## src/rtl/syncfifo_pkg.sv

```systemverilog
// Shared pointer arithmetic for the synchronous FIFO write and read pointer stages.
// Pointers carry a wrap bit in the MSB; helpers work on zero-extended values.
package syncfifo_pkg;

  localparam int unsigned PTR_MAX_W = 32;

  typedef enum logic [1:0] {
    WR_IDLE,
    WR_ACCEPT,
    WR_REJECT
  } wr_kind_e;

  function automatic int unsigned ptr_width_for(input int unsigned depth);
    return $clog2(depth) + 1;
  endfunction

  function automatic logic [PTR_MAX_W-1:0] ptr_mask(input int unsigned pw);
    return (pw >= PTR_MAX_W) ? '1 : ((PTR_MAX_W'(1) << pw) - PTR_MAX_W'(1));
  endfunction

  function automatic logic [PTR_MAX_W-1:0] ptr_count(input logic [PTR_MAX_W-1:0] w,
                                                     input logic [PTR_MAX_W-1:0] r,
                                                     input int unsigned pw);
    return (w - r) & ptr_mask(pw);
  endfunction

  // Full when only the wrap bit differs.
  function automatic logic ptr_full(input logic [PTR_MAX_W-1:0] w,
                                    input logic [PTR_MAX_W-1:0] r,
                                    input int unsigned pw);
    return ((w ^ r) & ptr_mask(pw)) == (PTR_MAX_W'(1) << (pw - 1));
  endfunction

endpackage

```

## src/rtl/sync_fifo_write_ctrl_status.sv

```systemverilog
// Combinational occupancy, full and almost-full decode from the two pointers.
module syncfifo_status
  import syncfifo_pkg::*;
#(
  parameter int unsigned depth     = 16,
  parameter int unsigned ptr_width = ptr_width_for(depth),
  parameter int unsigned af_margin = 2
) (
  input  logic [ptr_width-1:0] w_ptr,
  input  logic [ptr_width-1:0] r_ptr,
  output logic [ptr_width-1:0] count,
  output logic                 full,
  output logic                 almost_full
);

  localparam int unsigned CW = ptr_width + 1;

  logic [CW-1:0] free;

  always_comb begin
    count       = ptr_width'(ptr_count(PTR_MAX_W'(w_ptr), PTR_MAX_W'(r_ptr), ptr_width));
    full        = ptr_full(PTR_MAX_W'(w_ptr), PTR_MAX_W'(r_ptr), ptr_width);
    free        = CW'(depth) - {1'b0, count};
    almost_full = (free <= CW'(af_margin));
  end

endmodule

```

## src/rtl/sync_fifo_write_ctrl.sv

```systemverilog
// Write-side pointer, overflow and status controller for the synchronous FIFO.
// Optional high-water mark register and ports are enabled by SYNCFIFO_HWM_EN.
module sync_fifo_write_ctrl
  import syncfifo_pkg::*;
#(
  parameter int unsigned depth     = 16,
  parameter int unsigned ptr_width = ptr_width_for(depth),
  parameter int unsigned af_margin = 2
) (
  input  logic                 clk,
  input  logic                 rst_n,
  input  logic                 wen,
  input  logic [ptr_width-1:0] r_ptr,
  output logic [ptr_width-1:0] w_ptr,
  output logic                 mem_wen,
  output logic [ptr_width-2:0] mem_waddr,
  output logic                 full,
  output logic                 almost_full,
  output logic [ptr_width-1:0] count,
  output logic                 overflow,
  input  logic                 ovf_clr
`ifdef SYNCFIFO_HWM_EN
  ,
  output logic [ptr_width-1:0] hwm,
  input  logic                 hwm_clr
`endif
);

  wr_kind_e             wr_kind;
  logic [ptr_width-1:0] w_ptr_next;

  syncfifo_status #(
    .depth    (depth),
    .ptr_width(ptr_width),
    .af_margin(af_margin)
  ) u_status (
    .w_ptr      (w_ptr),
    .r_ptr      (r_ptr),
    .count      (count),
    .full       (full),
    .almost_full(almost_full)
  );

  always_comb begin
    wr_kind = WR_IDLE;
    if (wen) wr_kind = full ? WR_REJECT : WR_ACCEPT;
    w_ptr_next = (wr_kind == WR_ACCEPT) ? w_ptr + ptr_width'(1) : w_ptr;
  end

  assign mem_wen   = (wr_kind == WR_ACCEPT);
  assign mem_waddr = w_ptr[ptr_width-2:0];

  // A rejected write takes priority over a same-cycle clear.
  always_ff @(posedge clk or negedge rst_n) begin
    if (!rst_n) begin
      w_ptr    <= '0;
      overflow <= 1'b0;
    end else begin
      w_ptr <= w_ptr_next;
      if (wr_kind == WR_REJECT) overflow <= 1'b1;
      else if (ovf_clr)         overflow <= 1'b0;
    end
  end

`ifdef SYNCFIFO_HWM_EN
  logic [ptr_width-1:0] count_next;

  always_comb begin
    count_next = ptr_width'(ptr_count(PTR_MAX_W'(w_ptr_next), PTR_MAX_W'(r_ptr), ptr_width));
  end

  always_ff @(posedge clk or negedge rst_n) begin
    if (!rst_n)                  hwm <= '0;
    else if (hwm_clr)            hwm <= count_next;
    else if (count_next > hwm)   hwm <= count_next;
  end
`endif

endmodule

```

## config.mk

```make
export PLATFORM = sky130hd
export DESIGN_NAME = sync_fifo_write_ctrl
export DESIGN_NICKNAME = d
export VERILOG_FILES = /design/src/rtl/syncfifo_pkg.sv /design/src/rtl/sync_fifo_write_ctrl_status.sv /design/src/rtl/sync_fifo_write_ctrl.sv
export SDC_FILE = /design/constraint.sdc
export NUM_CORES = 1
export LEC_CHECK = 0
export BUFFER_PORTS_ARGS = -buffer_cell sky130_fd_sc_hd__buf_2
export CAP_MARGIN = 20
export CORE_AREA = 2 2 39 41
export DETAILED_ROUTE_END_ITERATION = 8
export DIE_AREA = 0 0 41 43
export MAX_ROUTING_LAYER = met4
export PLACE_DENSITY_LB_ADDON = 0.25
export SLEW_MARGIN = 20
export SYNTH_ARGS = -nofsm -noshare
export SYNTH_HDL_FRONTEND = slang
export SYNTH_HIERARCHICAL = 1
export SYNTH_SLANG_ARGS = --single-unit
```

## constraint.sdc

```tcl
create_clock -name clk -period 8.8 [get_ports clk]
set_input_delay 2.2 -clock clk [delete_from_list [all_inputs] [get_ports clk]]
set_output_delay 2.2 -clock clk [all_outputs]
set_load 0.01 [all_outputs]
```

## Yosys cells after proc, flatten, opt, wreduce, memory -nomap -nowiden

Index checks and enable logic that the tools add are counted.

| cells by class | value |
|---|---|
| add/subtract/negate cells | 3 |
| $mul | 0 |
| div/mod/pow operators | 0 |
| magnitude comparators | 1 |
| equality and inequality tests | 3 |
| shift-type cells | 0 |
| mux-type cells | 4 |
| bitwise operators | 1 |
| reduce and logical (&&, ||, !) cells | 1 |

Operator list:

| cell | number |
|---|---|
| less-or-equal comparator 6 x 2 -> 1 bit (second input constant) | 1 |
| subtractor 5 x 5 -> 6 bit (first input constant) | 1 |
| adder 5 x 1 -> 5 bit (second input constant) | 1 |
| == test 5 bit (second input constant) | 1 |
| subtractor 5 bit | 1 |
| bitwise XOR 5 bit | 1 |
| two-way mux 2 bit | 2 |
| == test 2 x 1 -> 1 bit (second input constant) | 1 |
| == test 2 bit (second input constant) | 1 |
| two-way mux 1 bit | 2 |
| nonzero test 2 bit | 1 |

| storage, ports and cells | value |
|---|---|
| flip-flop bits (word level) | 6 |
| latch bits | 0 |
| memory bits (writable) | 0 |
| bits in read-only memories | 0 |
| input port bits | 9 |
| logic and storage cells | 15 |
| memories kept | 0 |

## Logic depth before layout (Yosys ltp)

| logic depth | value |
|---|---|
| depth after elaboration | 6 |
| depth in mapped cells | 9 |

## Cells and area by module

The synthesis kept the hierarchy.

Modules (own cells, without submodules):

| module | instances | cells each | area each (µm²) | sequential area each (µm²) |
|---|---|---|---|---|
| sync_fifo_write_ctrl | 1 | 24 | 296.5 | 150.1 |
| syncfifo_status | 1 | 39 | 280.3 | 0.0 |

## Worst setup path after synthesis

No wires, ideal clock.

| path | value |
|---|---|
| path type | input to output |
| start | in r_ptr[0] |
| end | out almost_full |
| arrival | 3778 ps |
| required time | 6600 ps |
| slack | 2822 ps |
| cell stages on the path | 8 |
| buffers on the path | 0 |
| path through | ha_1 > fa_1 > inv_1 > ha_1 > nand2b_1 > nand3_1 > a211o_1 > mux2i_1 |

| on the way | value |
|---|---|
| cells in the longest elaborated chain, start to end | 3 |

RTL lines:

| what | line | RTL |
|---|---|---|
| start, declared | sync_fifo_write_ctrl.sv:13 | `input logic [ptr_width-1:0] r_ptr,` |
| subtractor 5 bit | syncfifo_pkg.sv:24 | `return (w - r) & ptr_mask(pw);` |
| via count[1] | sync_fifo_write_ctrl.sv:19 | `output logic [ptr_width-1:0] count,` |
| subtractor 5 x 5 -> 6 bit | sync_fifo_write_ctrl_status.sv:23 | `free = CW'(depth) - {1'b0, count};` |
| less-or-equal comparator 6 x 2 -> 1 bit | sync_fifo_write_ctrl_status.sv:24 | `almost_full = (free <= CW'(af_margin));` |
| end, declared | sync_fifo_write_ctrl.sv:18 | `output logic almost_full,` |

The timed path passes the listed nets, and every way through them passes these cells.

## Worst setup path after layout

| path | value |
|---|---|
| start | in r_ptr[0] |
| end | out almost_full |

| on the way | value |
|---|---|
| cells in the longest elaborated chain, start to end | 3 |

RTL lines:

| what | line |
|---|---|
| subtractor 5 bit | syncfifo_pkg.sv:24 |
| subtractor 5 x 5 -> 6 bit | sync_fifo_write_ctrl_status.sv:23 |
| less-or-equal comparator 6 x 2 -> 1 bit | sync_fifo_write_ctrl_status.sv:24 |

No other way between the ends.

==> impl_results.md <==
* Final WS setup at 2.63 ns
* Routed WL at 1060 µm
* Pleak at 0.402 nW
* GRT overflow at 0
* Peak supply drop at 147 µV
* Chip Width at 41 µm
* Routed Antenna Nets at 0
* Via density at 4.80
* Pre-antenna DRT Iters at 4
* Pwr Density at 413 nW/µm²
* Final period util at 70.1%
* Outcome: finished clean
* RSZ-0062 raised after global routing: false
* IO Port Bufs at 26
* Synth-to-layout area growth at 22.8%
* Slew headroom at 79.6%
* CP Class: in -> out
* Postcts setup bufs at 0
* Antenna diodes at 0
* Ys Warns at 6
* Vias at 494
* Synth Net Count at 80
* Clk_lat worst skew at 0.24 ns
* Count of boundary I/O pins at 27
* Worst slew pin tran at 0.305 ns
* Pre-CTS setup slack at 2.61 ns
* CTS tree: done
* Finished Layout Cells at 103
* Clock Tree Buf Depth at 2
* Total CTS buffers at 3
* Final Max Slew Viols at 0
* Largest net degree at the start of global routing at 8
* DP Cell Count at 100
* Crit path DAT at 3.97 ns
* Design Area, Final at 708 µm²
* Final Hold Viols at 0
* Slowest cell on the critical path: fa_1
* Seq cells post-synth at 6
* Final setup vio count at 0
* Crit-path max cell delay at 0.54 ns
* Initial Utilization at 41.7%
* Crit path launch type: input port
* WP buf/inv at 2
* Crit-path cells: buf_2, ha_1, fa_1, ha_1, nand2b_1, nand3_1, a211o_1, mux2i_1, buf_2
* Clk root buf: clkbuf_4
* Synth Cell Area at 577 µm²
* Die height at 43 µm
* Area after DPL at 686 µm²
* Register area share after synthesis at 26.0%
* Syn avg cell area at 9.16 µm²
* Reg area at 150 µm²
* Layout cell share with drive strength beyond 1 at 37.9%
* Max Clk Rate at 0.162 GHz
* Initial detailed-routing violation count at 1
* Power, Total at 0.292 mW
* Post-Syn Instances at 63
* Most common cell after layout, fill and taps aside: buf_2
* GPL Wtd Cong at 0.621
* CORE AREA at 1380 µm²
* Most frequent cells in the layout: 26 x buf_2, 9 x inv_1, 7 x ha_1
* HPWL Detailed at 916 µm
* All-Layer GR Usage at 15.6%
* Crit path max-delay family: adder cells
* Max-Cap Viols at 0
* WHS at 0.512 ns
* # resized after CTS at 0
* Wire per inst at 10.3 µm
* First-pass GRT wire length at 1800 µm
* Multi-input gate area at 352 µm²
* # fillers at 135
* DRC violation count after routing at 0
* Antenna violations before repair at 0
* Final min period at 6.17 ns
* Nets at 106
* CTS sink count at 6
* Die ar. at 1760 µm²
* Distinct cells, synth at 26
* CP max FO at 4
* CTS Hold Buffers Added at 0
* Cell Rows at 14
* Crit end category: output port
* H-tree Lvls at 1
* Clock Skew at 0.00205 ns
* HP Class: reg -> reg
* Setup_tns at 0 ns
* Final core utilization at 51.2%
* Req. time, crit path at 6.60 ns
* Worst-path clk slew at 0.04 ns
* Vias in the first global route at 467
final cells by class:
type                    count  area share [%]
flip-flops and latches      6            21.2
multi-input cells          43            49.6
inverters                   9            4.77
repair buffers             26            18.4
well taps                  16            2.83
clock buffers               3            3.18
synth_stat cells (all sizes together):
| cell type | instances | area share (%) |
|---|---|---|
| a211o | 1 | 1.5 |
| or2b | 1 | 1.3 |
| and3b | 1 | 1.5 |
| mux2 | 1 | 2.6 |
| and2 | 1 | 1.3 |
| ha | 7 | 15 |
| nor2b | 1 | 2.4 |
| nand2 | 5 | 3.3 |
| a21o | 1 | 1.3 |
| or3 | 1 | 2.0 |
| o2111ai | 1 | 1.5 |
| inv | 9 | 5.9 |
| nand4 | 2 | 2.2 |
| xor2 | 3 | 4.6 |
| a21oi | 1 | 0.87 |
| dfrtp | 6 | 26 |
| o21ai | 2 | 1.7 |
| nand2b | 1 | 1.1 |
| nand3 | 2 | 1.7 |
| buf | 5 | 7.2 |
| mux2i | 1 | 1.7 |
| fa | 1 | 3.5 |
| xnor2 | 4 | 6.1 |
| and3 | 1 | 1.1 |
| nor2 | 4 | 2.6 |
path summary, 6_finish.rpt:
kind                                      startpoint                   end  slack, ns  cells after the start
worst max-delay path                        r_ptr[0]           almost_full       2.63                      9
worst min-delay path            w_ptr[4]$_DFFE_PN0P_  w_ptr[4]$_DFFE_PN0P_       0.51                      1
worst max register to register  w_ptr[0]$_DFFE_PN0P_  w_ptr[1]$_DFFE_PN0P_       7.05                      6
worst min register to register  w_ptr[4]$_DFFE_PN0P_  w_ptr[4]$_DFFE_PN0P_       0.51                      1
max in group asynchronous                      rst_n  w_ptr[4]$_DFFE_PN0P_       6.89                      1
min in group asynchronous                      rst_n  w_ptr[1]$_DFFE_PN0P_       1.77                      1
sequential cells by signal, summed over array words and instances (netlist names):
signal    count
w_ptr         5
overflow      1
layer usage:
| metal | track usage [%] | part of all wire [%] |
|---|---|---|
| met5 | - | 0 |
| met4 | 10.0 | 0.56 |
| met3 | 1.57 | 4.0 |
| met2 | 26.9 | 56 |
| met1 | 15.2 | 40 |
report_power, final:
group          leakage [nW]  internal, mW  switching, mW
logic                 0.316        0.0992          0.108
clock network        0.0138        0.0154         0.0101
registers            0.0728        0.0407         0.0188
total                 0.402         0.155          0.137
kinds of logic (layout without fill, tap and decap cells):
| kind of cell | after synthesis | count (layout) | synth area share (%) |
|---|---|---|---|
| AOI/OAI and AO/OA | 6 | 6 | 6.94 |
| xor gates and xnor gates | 7 | 7 | 10.6 |
| adders and majority gates | 8 | 8 | 18.7 |
| buffers and inverters | 14 | 38 | 13.0 |
| DFF | 6 | 6 | 26.0 |
| muxes | 2 | 2 | 4.34 |
| and+or+nand+nor | 20 | 20 | 20.4 |
Power figures use the tool's default switching activity.
